### src/rtl/i2s_rx.sv
// I2S receiver: brings the pad signals into the clk domain, deframes standard
// one-bit-delayed I2S words and offers each left/right pair on a valid/ready port.
module i2s_rx #(
    parameter int WIDTH = 16
) (
    input  logic             clk,
    input  logic             arstn,
    input  logic             en,
    input  logic             i2s_sclk,
    input  logic             i2s_lrclk,
    input  logic             i2s_sdata,
    output logic [WIDTH-1:0] sample_l,
    output logic [WIDTH-1:0] sample_r,
    output logic             valid,
    input  logic             ready,
    output logic             overflow,
    input  logic             overflow_clr
);
    localparam int CW = $clog2(WIDTH + 1);
    localparam logic [CW-1:0] CNT_MAX = CW'(WIDTH);

    localparam logic [1:0] ST_SYNC  = 2'd0;
    localparam logic [1:0] ST_LEFT  = 2'd1;
    localparam logic [1:0] ST_RIGHT = 2'd2;

    logic [1:0]       sclk_sync_q, lr_sync_q, sd_sync_q;
    logic             sclk_prev_q;
    logic             lr_prev_q, lr_prev_d;
    logic [1:0]       state_q, state_d;
    logic [CW-1:0]    cnt_q, cnt_d;
    logic [WIDTH-1:0] shift_q, shift_d;
    logic [WIDTH-1:0] hold_q, hold_d;
    logic [WIDTH-1:0] sample_l_q, sample_l_d;
    logic [WIDTH-1:0] sample_r_q, sample_r_d;
    logic             valid_q, valid_d;
    logic             overflow_q, overflow_d;

    logic             sclk_rise, lr_now, sd_now, lr_fall, lr_rise;
    logic             frame_done, ovf_set;
    logic [WIDTH-1:0] word_w;

    assign sclk_rise = sclk_sync_q[1] & ~sclk_prev_q;
    assign lr_now    = lr_sync_q[1];
    assign sd_now    = sd_sync_q[1];
    assign lr_fall   = sclk_rise & lr_prev_q & ~lr_now;
    assign lr_rise   = sclk_rise & ~lr_prev_q & lr_now;
    assign lr_prev_d = sclk_rise ? lr_now : lr_prev_q;

    // Current word including the bit on this edge; slots past WIDTH add nothing.
    always_comb begin
        word_w = shift_q;
        for (int i = 0; i < WIDTH; i++) begin
            if (cnt_q < CNT_MAX && i == WIDTH - 1 - int'(cnt_q)) begin
                word_w[i] = sd_now;
            end
        end
    end

    // NOTE: every output of a combinational block gets a default first, so no latch is inferred.
    always_comb begin
        state_d    = state_q;
        cnt_d      = cnt_q;
        shift_d    = shift_q;
        hold_d     = hold_q;
        frame_done = 1'b0;
        if (!en) begin
            state_d = ST_SYNC;
            cnt_d   = '0;
            shift_d = '0;
            hold_d  = '0;
        end else if (sclk_rise) begin
            case (state_q)
                ST_SYNC: begin
                    if (lr_fall) begin
                        state_d = ST_LEFT;
                        cnt_d   = '0;
                        shift_d = '0;
                    end
                end
                ST_LEFT: begin
                    if (lr_rise) begin
                        hold_d  = word_w;
                        state_d = ST_RIGHT;
                        cnt_d   = '0;
                        shift_d = '0;
                    end else if (!lr_fall) begin
                        shift_d = word_w;
                        if (cnt_q != CNT_MAX) cnt_d = cnt_q + 1'b1;
                    end
                end
                ST_RIGHT: begin
                    if (lr_fall) begin
                        frame_done = 1'b1;
                        state_d    = ST_LEFT;
                        cnt_d      = '0;
                        shift_d    = '0;
                    end else if (!lr_rise) begin
                        shift_d = word_w;
                        if (cnt_q != CNT_MAX) cnt_d = cnt_q + 1'b1;
                    end
                end
                default: state_d = ST_SYNC;
            endcase
        end
    end

    // A finished frame is accepted unless an unconsumed pair is still on offer.
    always_comb begin
        sample_l_d = sample_l_q;
        sample_r_d = sample_r_q;
        valid_d    = valid_q;
        ovf_set    = 1'b0;
        if (frame_done) begin
            if (!valid_q || ready) begin
                sample_l_d = hold_q;
                sample_r_d = word_w;
                valid_d    = 1'b1;
            end else begin
                ovf_set = 1'b1;
            end
        end else if (valid_q && ready) begin
            valid_d = 1'b0;
        end
        overflow_d = ovf_set | (overflow_q & ~overflow_clr);
    end

    // NOTE: data registers are reset too, so outputs read 0 the moment arstn falls.
    always_ff @(posedge clk or negedge arstn) begin
        if (!arstn) begin
            sclk_sync_q <= '0;
            lr_sync_q   <= '0;
            sd_sync_q   <= '0;
            sclk_prev_q <= 1'b0;
            lr_prev_q   <= 1'b0;
            state_q     <= ST_SYNC;
            cnt_q       <= '0;
            shift_q     <= '0;
            hold_q      <= '0;
            sample_l_q  <= '0;
            sample_r_q  <= '0;
            valid_q     <= 1'b0;
            overflow_q  <= 1'b0;
        end else begin
            sclk_sync_q <= {sclk_sync_q[0], i2s_sclk};
            lr_sync_q   <= {lr_sync_q[0], i2s_lrclk};
            sd_sync_q   <= {sd_sync_q[0], i2s_sdata};
            sclk_prev_q <= sclk_sync_q[1];
            lr_prev_q   <= lr_prev_d;
            state_q     <= state_d;
            cnt_q       <= cnt_d;
            shift_q     <= shift_d;
            hold_q      <= hold_d;
            sample_l_q  <= sample_l_d;
            sample_r_q  <= sample_r_d;
            valid_q     <= valid_d;
            overflow_q  <= overflow_d;
        end
    end

    assign sample_l = sample_l_q;
    assign sample_r = sample_r_q;
    assign valid    = valid_q;
    assign overflow = overflow_q;

endmodule

### config.mk
export PLATFORM = sky130hd
export DESIGN_NAME = i2s_rx
export DESIGN_NICKNAME = d
export VERILOG_FILES = /design/src/rtl/i2s_rx.sv
export SDC_FILE = /design/constraint.sdc
export NUM_CORES = 1
export LEC_CHECK = 0
export ABC_AREA = 1
export CAP_MARGIN = 40
export CORE_UTILIZATION = 27
export DETAILED_ROUTE_END_ITERATION = 8
export PLACE_DENSITY_LB_ADDON = 0.25
export SLEW_MARGIN = 40
export SYNTH_ARGS = -nofsm -noshare
export SYNTH_HDL_FRONTEND = slang
export SYNTH_SLANG_ARGS = --single-unit
### constraint.sdc
create_clock -name clk -period 1.6 [get_ports clk]
set_clock_uncertainty 0.1 [all_clocks]
set_input_delay 0.24 -clock clk [delete_from_list [all_inputs] [get_ports clk]]
set_output_delay 0.24 -clock clk [all_outputs]
set_load 0.1 [all_outputs]
# Word-level counts from Yosys, hierarchy flattened
# Index checks and enable logic that the tools add are counted.
totals:
  regBits: 81
  input_bits: 8
  output_inout_bits: 34
op_classes:
  bitwise: 11
  magnitude_cmp: 1
  muxes: 51
  n_reduce_logical: 28
  add_sub_neg: 2
  eq_ne: 28
op_table:
  columns: ["cell", "n"]
  rows:
  - ["$mux W16", 11]
  - ["$eq A5 B6 Y1 const A", 8]
  - ["$pmux W16 S3", 1]
  - ["$mux W5", 8]
  - ["$logic_not A32 Y1", 1]
  - ["$mux W1", 25]
  - ["$eq A4 B6 Y1 const A", 4]
  - ["$logic_and A1 B1 Y1", 17]
  - ["$pmux W5 S3", 1]
  - ["$eq A3 B6 Y1 const A", 2]
  - ["$mux W2", 4]
  - ["$ne A2 B1 Y1 const B", 4]
  - ["$ne A4 B4 Y1 const B", 2]
  - ["$and A1 B1 Y1", 6]
  - ["$eq A2 B6 Y1 const A", 1]
  - ["$ne A3 B3 Y1 const B", 2]
  - ["$reduce_and A3 Y1", 2]
  - ["$sub A4 B5 Y6 const A", 1]
  - ["$add A5 B1 Y5 const B", 1]
  - ["$lt A5 B5 Y1 const B", 1]
  - ["$ne A5 B5 Y1 const B", 1]
  - ["$reduce_and A5 Y1", 1]
  - ["$ne A4 B1 Y1 const B", 1]
  - ["$not A1 Y1", 4]
  - ["other kinds (11)", 12]

# Longest topological paths before layout
logic_depth:
  ltp_word: 10
  ltp_mapped: 10
  mapped_depth_nobuf: 9

# Worst setup path after synthesis
# OpenSTA, ideal clock, no wires.
synth_path:
  kind: "register -> register"
  startpoint: "register valid_q, in the netlist valid"
  endpoint: "register sample_l_q[0], in the netlist sample_l[0]"
  path_stages_with_launch: 8
  synth_period_minus_slack_ns: 1.815
  path_buffers: 1
  setup_ns: 0.067
  slack_ns: -0.215
  arrival_time_ns: 1.648
  cell_sequence: "dfrtp_1 inv_1 nor2_1 nor2_4 inv_2 buf_2 nand2_1 nand2_1"
synth_via:
  elab_chain_cells: 3
synth_rtl:
  columns: ["item", "line_no", "source"]
  rows:
  - ["start: declaration", "35", "logic valid_q, valid_d;"]
  - ["start signal: assignment", "155", "valid_q <= valid_d;"]
  - ["$logic_not A1 Y1", "114", "if (!valid_q || ready) begin"]
  - ["$logic_or A1 B1 Y1", "114", null]
  - ["$reduce_and A2 Y1 (no line)", null, null]
  - ["end signal: assignment", "153", "sample_l_q <= sample_l_d;"]
  - ["end: declaration", "33", "logic [WIDTH-1:0] sample_l_q, sample_l_d;"]
# No other way between the ends.
# A chain may end at the register's enable or synchronous reset.

# Worst setup path in the final report
layout_path:
  startpoint: "register state_q[1]"
  endpoint: "register shift_q[8]"
layout_via:
  elab_chain_cells: 4
  elab_cells_between_ends: 11
layout_rtl:
  columns: ["item", "line_no", "source"]
  rows:
  - ["start: declaration", "29", "logic [1:0] state_q, state_d;"]
  - ["start signal: assignment", "149", "state_q <= state_d;"]
  - ["$eq A2 B2 Y1 (tied with other cells)", "72", "case (state_q)"]
  - ["$pmux W16 S3", "72", null]
  - ["$mux W16", "71", "end else if (sclk_rise) begin"]
  - ["$mux W16", "66", "if (!en) begin"]
  - ["end signal: assignment", "151", "shift_q <= shift_d;"]
  - ["end: declaration", "31", "logic [WIDTH-1:0] shift_q, shift_d;"]
# Several ways; a longest one is shown, not always the timed one. The select of a mux whose other input is x is not followed.

==> qor.csv <==
metric,value,unit
CP cell instances,inv_2 > ha_4 > nor2_2 > nand2_1 > nand2_1 > nor2_2 > nand2_4 > buf_12 > nand2_1 > o21ai_1,
P per Cell Area,1030,nW/um^2
max-cap violations,0,
Synth warnings,0,
Area Growth Syn to Fin,54.2,%
ant diodes,0,
cell row count,42,
status,"complete, but fails checks",
Max clock buf depth,2,
most common cell in the netlist,nand2_1,
largest net degree at the start of global routing,35,
Final Hold Vio Count,0,
critical path's slowest cell,dfrtp_1,
root buffer cell,clkbuf_16,
Synth Net Count,487,
CTS Sinks,81,
H-tree level count,3,
CP required,1730,ps
first-pass GRT wire length,15.5,mm
Levels on crit path,10,
largest family of logic cells by synthesized area,simple AND/OR/NAND/NOR gates,
post-synthesis adder-cell area fraction,0.0334,
vias in the first global route,3219,
gpl congestion,0.780,
Sw Ratio,0.309,
Worst EP arrival,1760,ps
DR iter-0 viols,197,
Synth top area share,0.541,
number of distinct library cells after synthesis,23,
kind of cell adding the most delay to the critical path,simple AND/OR/NAND/NOR gates,
Seq pwr share,0.362,
# DRC,0,
most frequent cell on the critical path,nand2_1,
Die Wd,120,um
worst setup path class,reg -> reg,
ys async rst share,1.00,
DRT Pass-1 Iters,4,
"FF+latch count, synth",81,
RSZ-0062 raised after global routing,yes,
Least-Margin Pin Slew,476,ps
Via Count,3275,
failing checks,setup timing,
Pleak,2.77,nW
CTS Buf Count,9,
cell internal pwr,4.13,mW
Max Fclk,612,MHz
drt total wl,9.72,mm
post-synthesis xor/xnor area fraction,0.00234,
Tcrit/Tclk final,1.02,
core area,13400,um^2
relative slew slack,0.683,
"Power, Total",5.98,mW
antenna violations before repair,0,
Comb power frac,0.284,
crit path buf inv count,2,
Psw,1.85,mW
Fillers,1310,
CP max FO,20,
CP startpoint kind,register,
VDD IR max,515,uV
final setup vio count,20,
CTS tree,yes,
die area,14400,um^2
hold path cells,1,
final core area utilization,0.431,
clk slew on worst S/H paths,60,ps
DR WL/cell,13.4,um
Reg2Reg Depth,10,
syn avg cell area,8.00,um^2
register area share after synthesis,0.541,
Initial Util,0.280,
layout cell share with drive strength beyond 1,0.338,
Final ANT Viol Nets,0,
Worst-Skew Late Latency,340,ps
synth top area cells,"dfrtp_1 (54%), nand2_1 (23%), nand3_1 (5.2%), ha_1 (3.3%), o21ai_1 (2.9%)",
Ports,42,
hold crit path type,in -> reg,
Commonest cells post-synth,"nand2_1 (233), dfrtp_1 (81), nand3_1 (39), o21ai_1 (22), inv_1 (20)",
mux share of post-synthesis cell area,0,
Post-synth top flop,dfrtp_1,
All-Layer GR Usage,0.137,
Synth area leader,dfrtp_1,
compound-gate portion of the synthesized area,0.0400,
post-DP HPWL,6.05,mm
synthesized area,3750,um^2
worst setup margin,-34.4,ps
vias per inst,4.50,
Mapped Cells,469,
GR Overflow Total,0,
clock power share,0.355,
CP peak stage delay,430,ps
die span in y,120,um
IO Port Bufs,41,
"EDFF count, synth",0,
Pins Over Slew Limit,0,
crit path capture type,register,
NumNets Final,564,
post-route minimum period,1630,ps
simple-gate area share of the yosys netlist,0.328,
## through the flow
stage / hold WS [ps] / TNS (ps) / setup WS (ps) / instance area, um^2 / cells
after floorplan: -156 / 0 / 36.8 / 3750 / 469
after global placement: 127 / -12820 / -375 / 4970 / 698
after detailed placement: 133 / -15460 / -405 / 4970 / 698
after CTS: 229 / -206 / -47.6 / 5430 / 719
after global routing: 230 / -3020 / -132 / 5780 / 727
final: 234 / -294 / -34.4 / 5780 / 727
## path summary, 6_finish.rpt
path	start	to	slack (ps)
worst max-delay path	state_q[1]$_DFFE_PN0P_	shift_q[8]$_DFFE_PN0P_	-30
worst min-delay path	i2s_sclk	sclk_sync_q[0]$_DFF_PN0_	230
worst max register to register	state_q[1]$_DFFE_PN0P_	shift_q[8]$_DFFE_PN0P_	-30
worst min register to register	sd_sync_q[0]$_DFF_PN0_	sd_sync_q[1]$_DFF_PN0_	250
max in group asynchronous	arstn	valid$_DFFE_PN0P_	550
min in group asynchronous	arstn	sample_l[2]$_DFFE_PN0P_	310
## sequential cells by signal (all words and copies together) (netlist names), 2 cells and up
signal / cells
cnt_q: 5
lr_sync_q: 2
state_q: 2
sample_l: 16
hold_q: 16
sample_r: 16
shift_q: 16
sd_sync_q: 2
sclk_sync_q: 2
## layer usage
metal,track usage,routed length [um]
met1,0.166,4200
met2,0.235,4990
met3,0.0228,311
met4,0.0688,214
met5,0,0
## power by group through the flow
stage | registers, mW | logic (mW) | clock network (mW)
floorplan | 2.22 | 0.631 | 0
global placement | 2.18 | 1.28 | 0
detailed placement | 2.18 | 1.30 | 0
CTS | 2.15 | 1.54 | 2.15
global route | 2.17 | 1.82 | 2.23
finish | 2.16 | 1.70 | 2.12
## cell families after synthesis
group | Yosys count
AND/OR/NAND/NOR | 300
flip-flops | 81
buffers and inverters | 48
AO/OA/AOI/OAI | 29
adder cells (fa/ha/maj) | 10
XOR/XNOR | 1
## layout by cell type (no fill, tap or decap), drive strengths merged
cell and count:
clkbuf 15, dlygate4sd3 1, dfrtp 81, nor2 22, xnor2 1, dlymetal6s2s 1, o22ai 1, ha 10
buf 76, nand2 235, clkinv 3, clkdlybuf4s50 5, clkinvlp 1, o21ai 28, nand4 2, bufinv 1
or2 1, nand3 40, inv 27
## cell type report
class	instances	area [um^2]	area share
sequential	81	2030	0.351
multi-input combinational	340	1800	0.311
timing repair buffer	86	1300	0.225
clock buffer	12	256	0.0444
tap	176	220	0.0381
inverter	28	121	0.0210
clock inverter	4	51.3	0.00887
## timing repair
item                                    4_1_cts  5_1_grt
hold buffers                                  1        0
endpoints found under the hold margin        31        0
gates resized for setup                      27       77
gates cloned                                  1        3
setup buffers                                 4        6
pin swaps                                    10       32
endpoints found under the setup margin       54       68
Note: power is estimated with default switching activity, not from simulation.
